$ cat config.mk
export PLATFORM = sky130hd
export DESIGN_NAME = lif_neuron
export DESIGN_NICKNAME = d
export VERILOG_FILES = /design/src/rtl/lif_pkg.sv /design/src/rtl/lif_accum.sv /design/src/rtl/lif_neuron.sv
export SDC_FILE = /design/constraint.sdc
export NUM_CORES = 1
export LEC_CHECK = 0
export BUFFER_PORTS_ARGS = -buffer_cell sky130_fd_sc_hd__buf_2
export CAP_MARGIN = 10
export CORE_MARGIN = 2
export CORE_UTILIZATION = 55
export CTS_BUF_LIST = sky130_fd_sc_hd__clkbuf_4 sky130_fd_sc_hd__clkbuf_8
export DETAILED_ROUTE_END_ITERATION = 10
export PLACE_DENSITY = 0.8
export SYNTH_ARGS = -nofsm -noshare
export SYNTH_HDL_FRONTEND = slang
export SYNTH_HIERARCHICAL = 1
export SYNTH_SLANG_ARGS = --single-unit
$ cat constraint.sdc
create_clock -name clk -period 5 [get_ports clk]
set_clock_uncertainty 0.15 [all_clocks]
set_input_delay 0.5 -clock clk [delete_from_list [all_inputs] [get_ports clk]]
set_output_delay 0.5 -clock clk [all_outputs]
set_load 0.05 [all_outputs]
$ cat src/rtl/lif_pkg.sv
// Shared types and helpers for the leaky integrate-and-fire neuron.
// Holds the FSM state encoding, activation width and a saturating adder.
package lif_pkg;

    localparam int ACT_W = 8;
    localparam int OFS_W = 8;
    localparam logic [31:0] OFS_MAX = 32'd255;

    typedef enum logic [1:0] {
        INTEG   = 2'd0,
        FIRE    = 2'd1,
        REFRACT = 2'd2
    } lif_state_t;

    // Unsigned a + b clamped to lim; callers keep operands well below 2^32.
    function automatic logic [31:0] sat_add(input logic [31:0] a,
                                            input logic [31:0] b,
                                            input logic [31:0] lim);
        logic [32:0] s;
        s = {1'b0, a} + {1'b0, b};
        if (s > {1'b0, lim}) begin
            return lim;
        end
        return s[31:0];
    endfunction

endpackage

$ cat src/rtl/lif_accum.sv
// Combinational adder tree summing N_SYN unsigned 8-bit synapse activations
// into a MEM_W-bit result (MEM_W sized so the sum cannot overflow).
module lif_accum
    import lif_pkg::*;
#(
    parameter int N_SYN = 4,
    parameter int MEM_W = 10
) (
    input  logic [N_SYN*ACT_W-1:0] activation,
    output logic [MEM_W-1:0]       sum
);

    localparam int LEVELS = $clog2(N_SYN);
    localparam int LANES  = 1 << LEVELS;

    // Heap-ordered tree: node k adds children 2k+1 and 2k+2, leaves at the tail.
    logic [MEM_W-1:0] tree [2*LANES-1];

    for (genvar i = 0; i < LANES; i++) begin : g_leaf
        if (i < N_SYN) begin : g_lane
            assign tree[LANES-1+i] = MEM_W'(activation[ACT_W*i +: ACT_W]);
        end else begin : g_pad
            assign tree[LANES-1+i] = '0;
        end
    end

    for (genvar k = 0; k < LANES - 1; k++) begin : g_node
        assign tree[k] = tree[2*k+1] + tree[2*k+2];
    end

    assign sum = tree[0];

endmodule

$ cat src/rtl/lif_neuron.sv
// Leaky integrate-and-fire neuron: saturating membrane with shift leak, one-cycle
// spike, refractory hold-off. LIF_ADAPTIVE_THRESH_EN adds an adaptive threshold offset.
module lif_neuron
    import lif_pkg::*;
#(
    parameter int N_SYN         = 4,
    parameter int MEM_W         = 10,
    parameter int THRESH        = 200,
    parameter int LEAK_SHIFT    = 3,
    parameter int REFRAC_CYCLES = 3,
    parameter int THR_STEP      = 16
) (
    input  logic                   clk,
    input  logic                   reset,
    input  logic                   en,
    input  logic [N_SYN*ACT_W-1:0] activation,
    output logic                   post_spike,
    output logic [MEM_W-1:0]       membrane,
    output logic                   refractory,
    output lif_state_t             dbg_state
);

    localparam logic [31:0] MEM_MAX = (32'd1 << MEM_W) - 32'd1;
    localparam int CNT_W = (REFRAC_CYCLES > 0) ? $clog2(REFRAC_CYCLES + 1) : 1;

    lif_state_t       state_q, state_d;
    logic [MEM_W-1:0] mem_q, mem_d;
    logic [CNT_W-1:0] cnt_q, cnt_d;
    logic             refr_q;

    logic [MEM_W-1:0] sum;
    logic [MEM_W-1:0] leak_amt;
    logic [MEM_W-1:0] leaked;
    logic [MEM_W-1:0] v_new;
    logic [31:0]      eff_thr;
    logic             crossing;

    lif_accum #(
        .N_SYN (N_SYN),
        .MEM_W (MEM_W)
    ) u_accum (
        .activation (activation),
        .sum        (sum)
    );

    // A zero shift means "no leak", not "leak everything".
    assign leak_amt = (LEAK_SHIFT == 0) ? '0 : (mem_q >> LEAK_SHIFT);
    assign leaked   = mem_q - leak_amt;
    assign v_new    = MEM_W'(sat_add(32'(leaked), 32'(sum), MEM_MAX));
    assign crossing = (32'(v_new) >= eff_thr);

`ifdef LIF_ADAPTIVE_THRESH_EN
    logic [OFS_W-1:0] ofs_q, ofs_d;
    logic             fire_enter;

    assign fire_enter = (state_q == INTEG) && en && crossing;
    assign eff_thr    = sat_add(32'(THRESH), 32'(ofs_q), MEM_MAX);

    always_comb begin
        ofs_d = ofs_q;
        if (fire_enter) begin
            ofs_d = OFS_W'(sat_add(32'(ofs_q), 32'(THR_STEP), OFS_MAX));
        end else if (en && (ofs_q != '0)) begin
            ofs_d = ofs_q - OFS_W'(1);
        end
    end

    always_ff @(posedge clk or negedge reset) begin
        if (!reset) begin
            ofs_q <= '0;
        end else begin
            ofs_q <= ofs_d;
        end
    end
`else
    assign eff_thr = 32'(THRESH);
`endif

    always_comb begin
        state_d = state_q;
        mem_d   = mem_q;
        cnt_d   = cnt_q;
        case (state_q)
            INTEG: begin
                if (en) begin
                    if (crossing) begin
                        mem_d   = '0;
                        state_d = FIRE;
                    end else begin
                        mem_d = v_new;
                    end
                end
            end
            FIRE: begin
                mem_d = '0;
                if (REFRAC_CYCLES > 0) begin
                    state_d = REFRACT;
                    cnt_d   = CNT_W'(REFRAC_CYCLES);
                end else begin
                    state_d = INTEG;
                end
            end
            REFRACT: begin
                mem_d = '0;
                // The edge that takes the count to zero is also the exit edge.
                if (en) begin
                    if (cnt_q <= CNT_W'(1)) begin
                        cnt_d   = '0;
                        state_d = INTEG;
                    end else begin
                        cnt_d = cnt_q - CNT_W'(1);
                    end
                end
            end
            default: begin
                state_d = INTEG;
                mem_d   = '0;
                cnt_d   = '0;
            end
        endcase
    end

    always_ff @(posedge clk or negedge reset) begin
        if (!reset) begin
            state_q <= INTEG;
            mem_q   <= '0;
            cnt_q   <= '0;
            refr_q  <= 1'b0;
        end else begin
            state_q <= state_d;
            mem_q   <= mem_d;
            cnt_q   <= cnt_d;
            refr_q  <= (state_d == REFRACT);
        end
    end

    assign post_spike = (state_q == FIRE);
    assign membrane   = mem_q;
    assign refractory = refr_q;
    assign dbg_state  = state_q;

endmodule
==> results of run 1 <==
-- worst max-delay path by stage --
stage	endpoint	slack, ns	cells after the start
finish	refractory	0.41	14
global route	refractory	0.17	16
CTS	refractory	0.40	14
detailed placement	refractory	0.16	14
global placement	refractory	0.16	14
floorplan	membrane[2]	0.43	15
-- state kept, by name (all words and copies together) (netlist names) --
| register | count |
|---|---|
| cnt_q | 2 |
| dbg_state | 2 |
| membrane | 10 |
| refractory | 1 |
-- layout by cell type (no fill, tap or decap), types with 4 or more instances in the layout --
cell type / n
sky130_fd_sc_hd__inv_1: 60
sky130_fd_sc_hd__buf_2: 48
sky130_fd_sc_hd__ha_1: 31
sky130_fd_sc_hd__a21oi_1: 22
sky130_fd_sc_hd__fa_1: 18
sky130_fd_sc_hd__dfrtp_1: 15
sky130_fd_sc_hd__xnor2_1: 10
sky130_fd_sc_hd__nand2_1: 10
sky130_fd_sc_hd__nor2_1: 10
sky130_fd_sc_hd__nor2b_1: 8
sky130_fd_sc_hd__o21ai_0: 8
sky130_fd_sc_hd__nor3_1: 8
sky130_fd_sc_hd__a21o_1: 6
sky130_fd_sc_hd__a32o_1: 6
sky130_fd_sc_hd__and2_1: 5
sky130_fd_sc_hd__or3_1: 4
sky130_fd_sc_hd__o21a_1: 4
sky130_fd_sc_hd__xor2_1: 4
-- through the flow --
stage | instances | setup slack, ns
6_report | 375 | 0.406
5_1_grt | 375 | 0.171
4_1_cts | 375 | 0.402
3_5_place_dp | 370 | 0.161
3_3_place_gp | 370 | 0.158
2_1_floorplan | 274 | 0.427
-- cells by family after synthesis --
group,synth area share (%)
multiplexers,0.427
buffers and inverters,10.9
adder cells (fa/ha/maj),31.9
flip-flops,16.0
XOR/XNOR,5.23
AO/OA/AOI/OAI,21.9
AND/OR/NAND/NOR,13.6
-- layout make-up --
cell class                      instances  area, um^2  share of cell area, %
Multi-Input combinational cell        195        1710                   63.7
Sequential cell                        15         375                   14.0
Timing Repair Buffer                   51         265                   9.87
Inverter                               60         225                   8.38
Tap cell                               50        62.6                   2.33
Clock buffer                            3        41.3                   1.54
Clock inverter                          1        5.00                  0.186
-- what timing repair did --
item,CTS,global route
resized for setup,0,0
hold buffers,1,0
hold endpoints to repair,4,0
endpoints found under the setup margin,0,0
-- per-layer routing --
metal / track usage (%) / vias to the layer above
li1: - / 1038
met1: 26.6 / 905
met2: 32.5 / 46
met3: 3.05 / 2
met4: 1.96 / 0
met5: 0 / -
==> metrics.csv, run 1 <==
stage;metric;value;unit
status;outcome;complete, no violations;
timing;timing_hold_violations_final;0;
timing;max_clock_freq;218;MHz
clock_network;clock_root_buffer;sky130_fd_sc_hd__clkbuf_8;
layout;utilization;66.2;%
worst_setup_path;critical_path_required;5.04;ns
worst_setup_path;critical-path-top-delay-family;adder cells;
drt;met3WireLength;174;um
global_route;antenna_found_initial;0;
worst_setup_path;cp.buffers_inverters;1;
die;floorplan.io_pins;49;
drt;wl_met1;2160;um
timing;layout_worst_path_cycle_share;91.9;%
die;die_area;4800;um^2
clock_network;ctsHtreeMaxLevel;1;
layout;drive_gt1_share;19.4;%
layout;filler_cell_count;362;
placed_design;routabilityCongestion;0.917;
timing;setup_repair_after_global_routing_missed_its_margin;no;
worst_setup_path;timing.reg2reg.setup_slack;0.88;ns
worst_setup_path;r2r_cells;14;
worst_setup_path;critical_path.reg2reg.startpoint;membrane[4];
logic_synthesis;synth_top_area_cell;sky130_fd_sc_hd__ha_1;
timing;timing.hold.ws;0.387;ns
die;die_h;69.3;um
worst_setup_path;crit_slowest_cell;sky130_fd_sc_hd__or4b_2;
global_route;grt_usage;19.1;%
logic_synthesis;proportion_of_register_bits_with_asynchronous_set_or_reset_after_synthesis;100;%
logic_synthesis;ys_ff_latch;15;
drt;drt-pass1-iter-count;4;
logic_synthesis;count_of_flip_flops_with_a_built_in_enable_after_synthesis;0;
clock_network;cts.sinks;15;
drt;highest_layer;met4;
timing;worst_slew_pin_slew;0.406;ns
clock_network;cts-buffers-inserted;3;
logic_synthesis;synth_top_cells_by_count;sky130_fd_sc_hd__inv_1, sky130_fd_sc_hd__ha_1, sky130_fd_sc_hd__a21oi_1;
drt;routed-via-count;1991;
min_path;holdCritPathClass;flop to flop;
clock_network;worst_case_clock_buffer_depth;2;
logic_synthesis;synthMostInstantiatedCell;sky130_fd_sc_hd__inv_1;
worst_setup_path;rr_endpoint;refractory;
drt;routed_via_density;5.31;
worst_setup_path;worst_setup_path_startpoint;activation[1];
layout;area.growth.synth_to_final;14.7;%
worst_setup_path;worst_setup_path_start_kind;input port;
worst_setup_path;worst-path-max-fanout;11;
placed_design;dp.final_hpwl;3800;um
drt;dr.first_iter.drc_count;67;
layout;nNetsFinal;410;
clock_network;clk_transition_reported_paths;0.06;ns
global_route;grt_pass1_wl;7760;um
clock_network;post_cts.repair.setup_buffers;0;
clock_network;worst_skew_pair.late_latency;0.25;ns
worst_setup_path;critPathArrivalTime;4.63;ns
layout;design_area;2690;um^2
logic_synthesis;instance_count_of_the_mapped_netlist;274;
placed_design;postPlaceCellArea;2630;um^2
drt;routed_wire_length_per_instance;11.8;um
logic_synthesis;mappedNetlistArea;2340;um^2
min_path;worstHoldPathCells;1;
logic_synthesis;synth_flop_cell;sky130_fd_sc_hd__dfrtp_1;
logic_synthesis;synth.yosys.seq_area_share;16.0;%
die;fp.coreArea;4060;um^2
global_route;grt_overflow_total;0;
min_path;hp-start;membrane[2];
logic_synthesis;synth.yosys.warnings;6;
logic_synthesis;synth.top_cells.by_area;sky130_fd_sc_hd__ha_1, sky130_fd_sc_hd__dfrtp_1, sky130_fd_sc_hd__fa_1, sky130_fd_sc_hd__inv_1, sky130_fd_sc_hd__a21oi_1;
logic_synthesis;syn_area_per_cell;8.55;um^2
logic_synthesis;synthDominantCellAreaShare;16.6;%
timing;final.setup.tns;0;ns
worst_setup_path;critPathMostFrequentCell;sky130_fd_sc_hd__fa_1;
layout;insertedDiodeCount;0;
drt;met2_wirelength;2060;um
logic_synthesis;synthesis.nets;358;
run;max_cap_violations;0;
drt;drt-total-wl;4410;um
drt;number_of_remaining_drc_errors;0;
worst_setup_path;critPathCaptureType;flop;
worst_setup_path;timing_worst_setup_path_type;input port to flop;
worst_setup_path;cp_slowest_stage_delay;0.67;ns
global_route;grt_pass1_vias;1870;
die;chipWidth;69.3;um
global_route;grt_start_max_net_pins;16;
timing;period_needed;4.59;ns
logic_synthesis;yosys.cell_types.count;47;
worst_setup_path;crit_path_cell_trace;buf_2 > fa_1 > fa_1 > ha_1 > fa_1 > a21oi_1 > o21bai_1 > xor2_1 > ha_1 > or4b_2 > a21o_1 > a22oi_1 > o32a_2 > o221a_2;
drt;antenna_left;0;
die;fp-row-count;23;
die;floorplan.initialDensity;57.7;%
timing;setup_viol;0;
timing;slew-limit-headroom;72.6;%
placed_design;port-buffer-count;48;
clock_network;cts_tree;built;
min_path;worst_hold_path.endpoint;membrane[2];
timing;drv_slew;0;
Power of run 1 is left out: the tool's default activity adds up to more than one toggle a clock period on the data nets, which glitch-free logic cannot reach.
==> run 2: changes to the inputs <==
CORE_UTILIZATION = 39   (was 55)
PLACE_DENSITY = default   (was 0.8)
==> metrics.csv, run 2 (synthesized netlist as in run 1, its figures left out) <==
stage;metric;value;unit;change
placed_design;port-buffer-count;48;;unchanged
worst_setup_path;worst-path-max-fanout;11;;unchanged
worst_setup_path;timing_worst_setup_path_type;input port to flop;;unchanged
global_route;grt_usage;14.5;%;was 19.1%
timing;period_needed;4.61;ns;was 4.59 ns
clock_network;clock_root_buffer;sky130_fd_sc_hd__clkbuf_8;;unchanged
placed_design;dp.final_hpwl;4020;um;was 3800 um
worst_setup_path;critical_path_required;5.04;ns;about the same
die;chipWidth;81.5;um;was 69.3 um
drt;antenna_left;0;;unchanged
timing;timing.hold.ws;-0.00530;ns;was 0.387 ns
layout;drive_gt1_share;19.4;%;about the same
timing;drv_slew;0;;unchanged
layout;insertedDiodeCount;0;;unchanged
worst_setup_path;cp_slowest_stage_delay;0.68;ns;was 0.67 ns
worst_setup_path;critical-path-top-delay-family;adder cells;;unchanged
worst_setup_path;cp.depth;14;;unchanged
die;die_h;81.5;um;was 69.3 um
run;max_cap_violations;0;;unchanged
timing;timing_hold_violations_final;15;;was 0
die;fp.coreArea;5850;um^2;was 4060 um^2
die;die_area;6640;um^2;was 4800 um^2
layout;area.growth.synth_to_final;15.7;%;was 14.7%
worst_setup_path;critical_path.reg2reg.startpoint;membrane[4];;unchanged
drt;dr.first_iter.drc_count;59;;was 67
global_route;grt_pass1_vias;1838;;was 1870
layout;filler_cell_count;611;;was 362
worst_setup_path;crit_slowest_cell;sky130_fd_sc_hd__or4b_2;;unchanged
clock_network;cts_hold_buffers_added;0;;was 1
status;outcome;finished with violations;;was complete, no violations
layout;largest_reg_flops;10;;unchanged
die;floorplan.io_pins;49;;unchanged
worst_setup_path;critPathArrivalTime;4.65;ns;was 4.63 ns
timing;slew-limit-headroom;72.9;%;was 72.6%
drt;routed_via_density;5.05;;was 5.31
layout;final_common_cell;sky130_fd_sc_hd__inv_1;;unchanged
worst_setup_path;r2r_cells;14;;unchanged
global_route;grt_pass1_wl;7750;um;was 7760 um
drt;routed_wire_length_per_instance;11.7;um;was 11.8 um
clock_network;worst_case_clock_buffer_depth;2;;unchanged
global_route;grt_overflow_total;0;;unchanged
die;fp-row-count;28;;was 23
timing;setup_viol;0;;unchanged
clock_network;cts-buffers-inserted;3;;unchanged
worst_setup_path;rr_endpoint;refractory;;unchanged
global_route;grt_start_max_net_pins;16;;unchanged
clock_network;cts.sinks;15;;unchanged
drt;drt-pass1-iter-count;4;;unchanged
drt;number_of_remaining_drc_errors;0;;unchanged
worst_setup_path;worst_setup_path_start_kind;input port;;unchanged
clock_network;ctsResizeCount;0;;unchanged
timing;worst_slew_pin_slew;0.406;ns;about the same
clock_network;clk_transition_reported_paths;0.06;ns;about the same
layout;most-common-layout-cells;sky130_fd_sc_hd__inv_1, sky130_fd_sc_hd__buf_2, sky130_fd_sc_hd__ha_1, sky130_fd_sc_hd__a21oi_1, sky130_fd_sc_hd__fa_1;;unchanged
drt;routed-via-count;2014;;was 1991
clock_network;worst_skew_pair.late_latency;0.24;ns;was 0.25 ns
timing;max_clock_freq;217;MHz;was 218 MHz
clock_network;ctsHtreeMaxLevel;1;;unchanged
placed_design;routabilityCongestion;0.810;;was 0.917
worst_setup_path;cp.buffers_inverters;1;;unchanged
clock_network;cts_tree;built;;unchanged
timing;layout_worst_path_cycle_share;92.3;%;was 91.9%
min_path;holdCritPathClass;input port to async pin;;was flop to flop
placed_design;dpl.cell_count;395;;was 370
worst_setup_path;crit_path_cell_trace;buf_2 > fa_1 > fa_1 > ha_1 > fa_1 > a21oi_1 > o21bai_1 > xor2_1 > ha_1 > or4b_2 > a21o_1 > a22oi_1 > o32a_2 > o221a_2;;unchanged
layout;nNetsFinal;409;;was 410
worst_setup_path;critPathCaptureType;flop;;unchanged
die;floorplan.initialDensity;40.0;%;was 57.7%
status;violations_in_the_final_reports;hold timing;;
global_route;antenna_found_initial;0;;unchanged
worst_setup_path;critPathMostFrequentCell;sky130_fd_sc_hd__fa_1;;unchanged
worst_setup_path;timing.reg2reg.setup_slack;0.86;ns;was 0.88 ns
drt;drt-total-wl;4650;um;was 4410 um
timing;setup_repair_after_global_routing_missed_its_margin;no;;unchanged
clock_network;post_cts.repair.setup_buffers;0;;unchanged
timing;final.setup.tns;0;ns;unchanged
layout;stdcell_count;399;;was 375
## run 2: cell types whose count changed in the layout (fill, tap and decap cells not counted), sizes merged
cell         before  now
clkinv            1    0
dlygate4sd3       1    0
clkbuf            3    4
## run 2: worst reg2reg max path, cell delays in order (launching register included)
cell and delay (ns):
sky130_fd_sc_hd__dfrtp_1 0.44, sky130_fd_sc_hd__inv_1 0.07, sky130_fd_sc_hd__ha_1 0.26, sky130_fd_sc_hd__nor2b_1 0.12, sky130_fd_sc_hd__o21ai_0 0.25, sky130_fd_sc_hd__a21boi_0 0.17
sky130_fd_sc_hd__o21ai_0 0.35, sky130_fd_sc_hd__nor2b_1 0.22, sky130_fd_sc_hd__xnor2_1 0.15, sky130_fd_sc_hd__ha_1 0.28, sky130_fd_sc_hd__or4b_2 0.68, sky130_fd_sc_hd__a21o_1 0.19
sky130_fd_sc_hd__a22oi_1 0.17, sky130_fd_sc_hd__o32a_2 0.35, sky130_fd_sc_hd__o221a_2 0.23
## run 2: worst max-delay path by stage
stage / startpoint / to / slack [ns]
2_1_floorplan: activation[1] / membrane[2] / 0.43
3_3_place_gp: activation[1] / refractory / 0.1
3_5_place_dp: activation[1] / refractory / 0.11
4_1_cts: activation[1] / refractory / 0.34
5_1_grt: activation[1] / refractory / 0.14
6_report: activation[1] / refractory / 0.39
## run 2: routing by layer
metal  vias up  routed length [um]  global-route usage (%)
li1       1039                   -                       -
met1       928                2340                    20.9
met2        47                2140                    24.1
met3         0                 172                    1.98
met4         0                   0                    1.02
met5         -                   0                       0
## run 2: layout make-up
type	count	area [um^2]	share of cell area, %
Clock buffer	4	48.8	1.80
Inverter	60	225	8.31
Multi-Input combinational cell	195	1710	63.2
Sequential cell	15	375	13.9
Tap cell	75	93.8	3.46
Timing Repair Buffer	50	255	9.42
## run 2: stage by stage
step / util, % / area (um^2) / setup slack, ns
6_report: 46.3 / 2710 / 0.386
3_5_place_dp: 45.5 / 2660 / 0.110
3_3_place_gp: 45.5 / 2660 / 0.0991
2_1_floorplan: - / 2340 / 0.427
5_1_grt: 46.3 / 2710 / 0.142
4_1_cts: 46.3 / 2710 / 0.338
Power of run 2 is left out for the same reason.
